$ cat src/rtl/pim_conv_pkg.sv
// Shared types and width helpers for the bit-serial KxK convolution PIM block.
package pim_conv_pkg;

    typedef enum logic [1:0] {
        ST_IDLE    = 2'd0,
        ST_COMPUTE = 2'd1,
        ST_DONE    = 2'd2
    } pim_state_t;

    function automatic int clog2(input int value);
        int r;
        r = 0;
        while ((1 << r) < value) begin
            r = r + 1;
        end
        return r;
    endfunction

    // Index width that never collapses to zero bits, so single-entry
    // configurations still get a usable port.
    function automatic int idx_w(input int count);
        return (count <= 1) ? 1 : clog2(count);
    endfunction

    // Result width: a full N-tap product sum at every plane, shifted through
    // DATA_W planes, fits without wrapping.
    function automatic int out_w(input int data_w, input int wgt_w, input int taps);
        return data_w + wgt_w + clog2(taps);
    endfunction

endpackage

$ cat src/rtl/pim_bitplane_mac.sv
// One bit-plane of the in-memory MAC: AND activation bits with weights,
// sum the selected weights and clip to the ADC full-scale code.
module pim_bitplane_mac
    import pim_conv_pkg::*;
#(
    parameter int N     = 9,
    parameter int WGT_W = 8,
    parameter int ADC_P = 12
) (
    input  logic [N-1:0]       plane_bits,
    input  logic [N*WGT_W-1:0] wgt,
    output logic [ADC_P-1:0]   psum,
    output logic               sat
);

    localparam int SUMW = WGT_W + clog2(N);
    localparam int CMPW = ((SUMW > ADC_P) ? SUMW : ADC_P) + 1;
    localparam logic [CMPW-1:0] MAXV = (CMPW'(1) << ADC_P) - CMPW'(1);

    logic [CMPW-1:0] sum;

    // Accumulate every weight whose activation bit is set in this plane.
    always_comb begin
        sum = '0;
        for (int i = 0; i < N; i++) begin
            if (plane_bits[i]) begin
                sum = sum + CMPW'(wgt[i*WGT_W +: WGT_W]);
            end
        end
    end

    assign sat  = (sum > MAXV);
    assign psum = sat ? {ADC_P{1'b1}} : sum[ADC_P-1:0];

endmodule

$ cat src/rtl/conv_kxk_bitserial_pim.sv
// Bit-serial KxK convolution with a flop-based weight store, one activation
// bit-plane per cycle (MSB first) and a registered result handshake.
//
// state      | meaning
// -----------+------------------------------------------------------------
// ST_IDLE    | ready for activations; weight writes commit here only
// ST_COMPUTE | one bit-plane per cycle, plane_q counts down to 0
// ST_DONE    | first cycle loads the output register, then holds for out_ready
module conv_kxk_bitserial_pim
    import pim_conv_pkg::*;
#(
    parameter int  DATA_W = 8,
    parameter int  WGT_W  = 8,
    parameter int  KSIZE  = 3,
    parameter int  DEPTH  = 4,
    parameter int  ADC_P  = 12,
    localparam int N      = KSIZE * KSIZE,
    localparam int OUT_W  = out_w(DATA_W, WGT_W, N),
    localparam int AW     = idx_w(DEPTH),
    localparam int TW     = idx_w(N)
) (
    input  logic                clk,
    input  logic                rst_n,
    input  logic                in_valid,
    output logic                in_ready,
    input  logic [N*DATA_W-1:0] in_data,
    input  logic [AW-1:0]       in_addr,
    input  logic                w_we,
    input  logic [AW-1:0]       w_addr,
    input  logic [TW-1:0]       w_tap,
    input  logic [WGT_W-1:0]    w_data,
    output logic                out_valid,
    input  logic                out_ready,
    output logic [OUT_W-1:0]    out_data,
    output logic                out_sat
);

    localparam int PW     = idx_w(DATA_W);
    localparam int WSET_W = N * WGT_W;

    pim_state_t              state_q, state_d;
    logic [N*DATA_W-1:0]     din_q, din_d;
    logic [WSET_W-1:0]       wsnap_q, wsnap_d;
    logic [DEPTH*WSET_W-1:0] wmem_q, wmem_d;
    logic [OUT_W-1:0]        acc_q, acc_d;
    logic                    sat_q, sat_d;
    logic [PW-1:0]           plane_q, plane_d;
    logic                    out_valid_q, out_valid_d;
    logic [OUT_W-1:0]        out_data_q, out_data_d;
    logic                    out_sat_q, out_sat_d;

    logic [WSET_W-1:0]       wsnap_sel;
    logic [N*DATA_W-1:0]     din_shift;
    logic [N-1:0]            plane_bits;
    logic [ADC_P-1:0]        mac_psum;
    logic                    mac_sat;

    // Weight store update; out-of-range set or tap indices never match a slot.
    always_comb begin
        wmem_d = wmem_q;
        for (int a = 0; a < DEPTH; a++) begin
            for (int t = 0; t < N; t++) begin
                if (w_we && (state_q == ST_IDLE) && (w_addr == AW'(a)) && (w_tap == TW'(t))) begin
                    wmem_d[(a*N+t)*WGT_W +: WGT_W] = w_data;
                end
            end
        end
    end

    // Kernel set selection; an address past DEPTH yields an all-zero set.
    always_comb begin
        wsnap_sel = '0;
        for (int a = 0; a < DEPTH; a++) begin
            if (in_addr == AW'(a)) begin
                wsnap_sel = wmem_q[a*WSET_W +: WSET_W];
            end
        end
    end

    // Pick the current bit-plane out of every latched activation.
    always_comb begin
        din_shift  = din_q >> plane_q;
        plane_bits = '0;
        for (int i = 0; i < N; i++) begin
            plane_bits[i] = din_shift[i*DATA_W];
        end
    end

    pim_bitplane_mac #(
        .N     (N),
        .WGT_W (WGT_W),
        .ADC_P (ADC_P)
    ) u_mac (
        .plane_bits (plane_bits),
        .wgt        (wsnap_q),
        .psum       (mac_psum),
        .sat        (mac_sat)
    );

    // Next-state and datapath control.
    always_comb begin
        state_d     = state_q;
        din_d       = din_q;
        wsnap_d     = wsnap_q;
        acc_d       = acc_q;
        sat_d       = sat_q;
        plane_d     = plane_q;
        out_valid_d = out_valid_q;
        out_data_d  = out_data_q;
        out_sat_d   = out_sat_q;
        case (state_q)
            ST_IDLE: begin
                if (in_valid) begin
                    din_d   = in_data;
                    wsnap_d = wsnap_sel;
                    acc_d   = '0;
                    sat_d   = 1'b0;
                    plane_d = PW'(DATA_W - 1);
                    state_d = ST_COMPUTE;
                end
            end
            ST_COMPUTE: begin
                acc_d = (acc_q << 1) + OUT_W'(mac_psum);
                sat_d = sat_q | mac_sat;
                if (plane_q == '0) begin
                    state_d = ST_DONE;
                end else begin
                    plane_d = plane_q - 1'b1;
                end
            end
            ST_DONE: begin
                if (!out_valid_q) begin
                    out_valid_d = 1'b1;
                    out_data_d  = acc_q;
                    out_sat_d   = sat_q;
                end else if (out_ready) begin
                    out_valid_d = 1'b0;
                    state_d     = ST_IDLE;
                end
            end
            default: state_d = ST_IDLE;
        endcase
    end

    // State and storage registers, cleared asynchronously.
    always_ff @(posedge clk or negedge rst_n) begin
        if (!rst_n) begin
            state_q     <= ST_IDLE;
            din_q       <= '0;
            wsnap_q     <= '0;
            wmem_q      <= '0;
            acc_q       <= '0;
            sat_q       <= 1'b0;
            plane_q     <= '0;
            out_valid_q <= 1'b0;
            out_data_q  <= '0;
            out_sat_q   <= 1'b0;
        end else begin
            state_q     <= state_d;
            din_q       <= din_d;
            wsnap_q     <= wsnap_d;
            wmem_q      <= wmem_d;
            acc_q       <= acc_d;
            sat_q       <= sat_d;
            plane_q     <= plane_d;
            out_valid_q <= out_valid_d;
            out_data_q  <= out_data_d;
            out_sat_q   <= out_sat_d;
        end
    end

    assign in_ready  = (state_q == ST_IDLE);
    assign out_valid = out_valid_q;
    assign out_data  = out_data_q;
    assign out_sat   = out_sat_q;

endmodule

$ cat config.mk
export PLATFORM = sky130hd
export DESIGN_NAME = conv_kxk_bitserial_pim
export DESIGN_NICKNAME = d
export VERILOG_FILES = /design/src/rtl/pim_conv_pkg.sv /design/src/rtl/pim_bitplane_mac.sv /design/src/rtl/conv_kxk_bitserial_pim.sv
export SDC_FILE = /design/constraint.sdc
export NUM_CORES = 1
export LEC_CHECK = 0
export ABC_AREA = 1
export BUFFER_PORTS_ARGS = -buffer_cell sky130_fd_sc_hd__buf_2
export CORE_MARGIN = 5
export CORE_UTILIZATION = 50
export CTS_CLUSTER_SIZE = 20
export DETAILED_ROUTE_END_ITERATION = 12
export MAX_ROUTING_LAYER = met4
export PLACE_DENSITY = 0.78
export SETUP_SLACK_MARGIN = 0.15
export SLEW_MARGIN = 20
export SYNTH_ARGS = -nofsm -noshare
export SYNTH_HDL_FRONTEND = slang
export SYNTH_SLANG_ARGS = --single-unit
$ cat constraint.sdc
create_clock -name clk -period 9.9 [get_ports clk]
set_input_delay 1.98 -clock clk [delete_from_list [all_inputs] [get_ports clk]]
set_output_delay 1.98 -clock clk [all_outputs]
set_load 0.05 [all_outputs]
# ---- Word level (Yosys, flattened, before mapping)
# Index checks and enable logic that the tools add are counted.
dict set report totals {
  out_inout_bits 23
  input_bits 93
  ff_bits 480
  wordCells 160
}
dict set report classes {
  n_mux 28
  order_cmp 1
  addsub 10
  reduce_logical 52
  n_bitwise 2
  n_eq_ne 21
  n_shift 1
}
# cell count
set op_table {}
lappend op_table {{$mux 72} 4}
lappend op_table {{$mux 13} 8}
lappend op_table {{$add 13x8->13} 7}
lappend op_table {{$shr 72x3->65} 1}
lappend op_table {{$logic_and 1x1->1} 41}
lappend op_table {{$pmux 20 s2} 1}
lappend op_table {{$add 20x12->20} 1}
lappend op_table {{$mux 20} 1}
lappend op_table {{$eq 4x3->1 const B} 4}
lappend op_table {{$gt 13x12->1 const B} 1}
lappend op_table {{$mux 12} 1}
lappend op_table {{$eq 2x2->1 const B} 5}
lappend op_table {{$ne 2x2->1 const B} 5}
lappend op_table {{$add 8x8->9} 1}
lappend op_table {{$eq 4x2->1 const B} 2}
lappend op_table {{$mux 2} 4}
lappend op_table {{$mux 8} 1}
lappend op_table {{$eq 2x1->1 const B} 3}
lappend op_table {{$logic_not 2->1} 3}
lappend op_table {{$mux 3} 2}
lappend op_table {{$pmux 2 s3} 1}
lappend op_table {{$pmux 3 s2} 1}
lappend op_table {{$reduce_and 2->1} 3}
lappend op_table {{$eq 4x1->1 const B} 1}
lappend op_table {{11 further kinds} 13}

# ---- Depth between registers and ports, before layout
dict set report logic_depth {
  depth_word 22
  depth_mapped 88
  depth_no_buf 86
}

# ---- Hierarchy
# A second synthesis with hierarchy kept.
dict set report unflattened {
  hier_cells 3053
  hier_area_um2 24738.7
}
# module seq_area_each_um2 area_per_inst_um2 cells_per_inst instances
set by_module_without_submodules {}
lappend by_module_without_submodules {conv_kxk_bitserial_pim 12011.5 20668.6 2346 1}
lappend by_module_without_submodules {pim_bitplane_mac 0.0 4070.2 707 1}

# ---- Worst setup path before layout
# OpenSTA, ideal clock, no wires.
dict set report synth_path {
  path_type {register -> register}
  from {register plane_q[0]}
  to {register acc_q[19]}
  t_arrival_ns 10.709
  setup_time_ns 0.129
  path_slack_ns -0.938
  period_less_slack_ns 10.838
  stages_incl_launch_ff 85
  cell_sequence {dfrtp_1 buf_6 inv_2 buf_6 nand2_2 nand3_2 nand3_2 nand2_4 nor2_1 ha_1 fa_1 a31o_2 o22ai_1 ha_1 a21o_1 a31oi_1 xor2_1 o21ai_2 [49 not listed] inv_1 nor2_1 nor2_1 nor2_1 inv_1 a21oi_1 o21ai_0 nand2_1 nand2_1 nand2_1 a21oi_1 nand2_1 nor2_1 nand2_1 nor3_1 nand2_1 o21ai_0 o22ai_1}
}
dict set report synth_via {
  elab_chain_len 22
}
# element line
set synth_rtl {}
lappend synth_rtl {{start, declared} conv_kxk_bitserial_pim.sv:47} ;# logic [PW-1:0] plane_q, plane_d;
lappend synth_rtl {{start signal, assigned} conv_kxk_bitserial_pim.sv:165} ;# plane_q <= plane_d;
lappend synth_rtl {{$shr 72x3->65 *} conv_kxk_bitserial_pim.sv:82} ;# din_shift = din_q >> plane_q;
lappend synth_rtl {{$mux 8} pim_bitplane_mac.sv:26} ;# if (plane_bits[i]) begin
lappend synth_rtl {{$add 8x8->9} pim_bitplane_mac.sv:27} ;# sum = sum + CMPW'(wgt[i*WGT_W +: WGT_W]);
lappend synth_rtl {{$mux 13} pim_bitplane_mac.sv:26}
lappend synth_rtl {{$add 13x8->13} pim_bitplane_mac.sv:27}
lappend synth_rtl {{$mux 13} pim_bitplane_mac.sv:26}
lappend synth_rtl {{$add 13x8->13} pim_bitplane_mac.sv:27}
lappend synth_rtl {{$mux 13} pim_bitplane_mac.sv:26}
lappend synth_rtl {{[6 not listed]} n/a}
lappend synth_rtl {{$add 13x8->13} pim_bitplane_mac.sv:27}
lappend synth_rtl {{$mux 13} pim_bitplane_mac.sv:26}
lappend synth_rtl {{$add 13x8->13} pim_bitplane_mac.sv:27}
lappend synth_rtl {{$mux 13 *} pim_bitplane_mac.sv:26}
lappend synth_rtl {{$gt 13x12->1} pim_bitplane_mac.sv:32} ;# assign sat = (sum > MAXV);
lappend synth_rtl {{$mux 12 *} pim_bitplane_mac.sv:33} ;# assign psum = sat ? {ADC_P{1'b1}} : sum[ADC_P-1:0];
lappend synth_rtl {{$add 20x12->20 *} conv_kxk_bitserial_pim.sv:123} ;# acc_d = (acc_q << 1) + OUT_W'(mac_psum);
lappend synth_rtl {{$pmux 20 s2 *} conv_kxk_bitserial_pim.sv:111} ;# case (state_q)
lappend synth_rtl {{end signal, assigned} conv_kxk_bitserial_pim.sv:152} ;# acc_q <= '0;
lappend synth_rtl {{end signal, assigned} conv_kxk_bitserial_pim.sv:163} ;# acc_q <= acc_d;
lappend synth_rtl {{end, declared} conv_kxk_bitserial_pim.sv:45} ;# logic [OUT_W-1:0] acc_q, acc_d;
# Every way passes the cells marked *; elsewhere a longest branch is shown, timed or not.
# A chain may end at the register's enable or synchronous reset.

# ---- Final worst setup path
# Same ends and word-level chain as after synthesis.

==> results_dict.tcl <==
set metrics [dict create \
    grt.total_usage_pct 26.1 \
    clk_pin_slew_ns 0.06 \
    fin_worst_skew_ns 0.0135 \
    hold_viol_final 0 \
    synth_area_um2 24100 \
    worst_slew_margin_rel_pct 29.7 \
    dr_total_vias 22287 \
    grt_pass1_vias 21890 \
    cp_slowest_stage_delay_ns 0.47 \
    wl_met1_um 28100 \
    drt_iter0_markers 2101 \
    finalCritPeriodShare_pct 113 \
    cp_max_fo 6 \
    die_area_um2 52800 \
    layout.nets 3412 \
    io_buffers 115 \
    antenna_found_initial 6 \
    die_h_um 230 \
    grt-ovfl-total 0 \
    syn2layout_area_growth_pct 24.4 \
    postSynth.asyncResetShare_pct 100 \
    postSynthCellCount 2934 \
    vias_per_cell 5.73 \
    drive_gt1_share_pct 24.0 \
    cts_buffers 48 \
    fill_cells 3669 \
    slew_viol_final 0 \
    cts_root_buf "clkbuf_16" \
    post-dp-hpwl_um 42000 \
    rows 80 \
    tightest_slew_ns 1.05 \
    end_kind "register" \
    worstHoldPathType "reg -> reg" \
    synth_nets 3116 \
    finalWirelength_um 71300 \
    seq_area_frac_synth_pct 49.8 \
    hold_ws_ns 0.474 \
    cpMostUsedCell "nand2_2" \
    drtPass1Iterations 5 \
    max_freq_ghz 0.0893 \
    ant_nets 0 \
    timing.final.crit_period_ns 11.20 \
    slowest_stage "dfrtp_2" \
    coreArea_um2 47700 \
    cts_tree "yes" \
    required_ns 10.34 \
    die_w_um 230 \
    synth_warnings 0 \
    synth_common_cells "nand2_1, dfrtp_1, o21ai_0" \
    synth_edf_count 0 \
    crit_type "reg -> reg" \
    route.met2.wl_um 34100 \
    synth_top_area_share_pct 49.8 \
    wl_per_cell_um 18.3 \
    rsz0062_at_grt "yes" \
    synth.avg_cell_area_um2 8.22 \
    met3WireLength_um 6370 \
    setup_viol_count_final 13 \
    ys_top_cells_by_area "dfrtp_1, nand2_1, o21ai_0" \
    violations "negative setup slack" \
    clk_latency_ns 0.60 \
    arrival_ns 11.64 \
    status "finished, violations left" \
    grt_max_degree 157 \
    cts_hold_buf 0 \
    place.gp.congestion 0.907 \
    synth_top_area_cell "dfrtp_1" \
    synthFlopType "dfrtp_1" \
    cp-start-kind "register" \
    drc_errors 0 \
    synth_most_common_cell "nand2_1" \
    maxCapViolCount 0 \
    ios 116 \
    dr.max_layer_used "met4" \
    ys_types 53 \
    clockBufferDepth 3 \
    htreeDepth 2 \
    layout_setup_ws_ns -1.30 \
    grt_first_pass_wirelength_um 111000 \
    clkSinkCount 480 \
    initial_core_util_pct 50.5 \
    synth-seq-cells 480 \
]
[flip-flops by register name, summed over array words and instances, names as in the netlist]
signal and cells:
plane_q 3, wsnap_q 72, wmem_q 288, out_data 20, acc_q 20, state_q 2
sat_q 1, din_q 72, out_sat 1, out_valid 1
[metrics by stage]
stage / TNS [ns] / util (%) / instances / instance area (um2) / setup slack (ns)
floorplan: -1.04 / - / 2934 / 24400 / -0.517
global placement: -4.90 / 55.6 / 3694 / 26600 / -0.866
detailed placement: -7.66 / 55.6 / 3694 / 26600 / -1.15
CTS: -5.79 / 60.6 / 3847 / 28900 / -0.741
global route: -18.98 / 62.8 / 3887 / 30000 / -1.87
finish: -11.79 / 62.8 / 3887 / 30000 / -1.30
[layout by cell type (no fill, tap or decap), types with 12 or more instances in the layout]
master	count
nand2_1	958
dfrtp_1	479
o21ai_0	367
buf_4	251
inv_1	143
buf_2	114
nand3_1	107
nor2_1	94
a21oi_1	91
nand2_2	56
clkbuf_16	49
a41oi_1	43
ha_1	40
ha_4	40
inv_2	35
buf_6	29
a21oi_2	27
o21ai_2	27
a221oi_1	24
nand2_4	18
xor2_1	18
o21ai_1	17
a32o_1	16
nand3_2	16
o22ai_1	15
nor2_2	13
nor2_4	13
clkbuf_1	12
[what timing repair did]
item,CTS,global route
hold endpoints to repair,0,0
setup buffers,67,34
gates resized for setup,86,159
setup endpoints to repair,13,18
pin swaps,93,91
[worst max-delay path: cells and delay by family (launching register included)]
| kind | cells | cell delay (ns) |
|---|---|---|
| and+or+nand+nor | 25 | 2.77 |
| adders and majority gates | 10 | 2.83 |
| AOI/OAI and AO/OA | 17 | 2.39 |
| buffers and inverters | 19 | 1.85 |
| DFF | 1 | 0.47 |
| xor gates and xnor gates | 4 | 0.69 |
[layer usage]
| layer | track usage (%) | vias up |
|---|---|---|
| met3 | 6.07 | 226 |
| met1 | 32.8 | 10786 |
| met4 | 8.95 | 0 |
| li1 | - | 10288 |
| met5 | - | - |
| met2 | 41.9 | 987 |
[cells by family (layout without fill, tap and decap cells)]
| family | count (synthesis) | count (layout) | synth area share (%) |
|---|---|---|---|
| and+or+nand+nor | 1319 | 1319 | 22.7 |
| adders and majority gates | 89 | 89 | 4.90 |
| muxes | 2 | 2 | 0.0933 |
| buffers and inverters | 339 | 671 | 5.47 |
| xor gates and xnor gates | 34 | 34 | 1.23 |
| AOI/OAI and AO/OA | 671 | 671 | 15.8 |
| other | 0 | 6 | 0 |
| DFF | 480 | 480 | 49.8 |
[final timing paths]
check / start / to / slack, ns / depth (start not counted)
max reg2reg: plane_q[0] / acc_q[19] / -1.30 / 75
min in group asynchronous: rst_n / din_q[20] / 1.47 / 1
max in group asynchronous: rst_n / wmem_q[127] / 6.84 / 2
min: out_data[13] / out_data[13] / 0.47 / 2
max: plane_q[0] / acc_q[19] / -1.30 / 75
min reg2reg: out_data[13] / out_data[13] / 0.47 / 2
[area by class of cell]
type	count	area, um2	area share [%]
multi-input combinational	2115	12100	40.2
sequential	480	12000	40.0
timing repair buffer	400	2900	9.65
clock buffer	68	1370	4.56
tap	615	769	2.56
inverter	185	714	2.38
clock inverter	18	174	0.580
antenna	6	15.0	0.0500
Power is left out: the tool's default activity adds up to more than one toggle a clock period on the data nets, which glitch-free logic cannot reach.
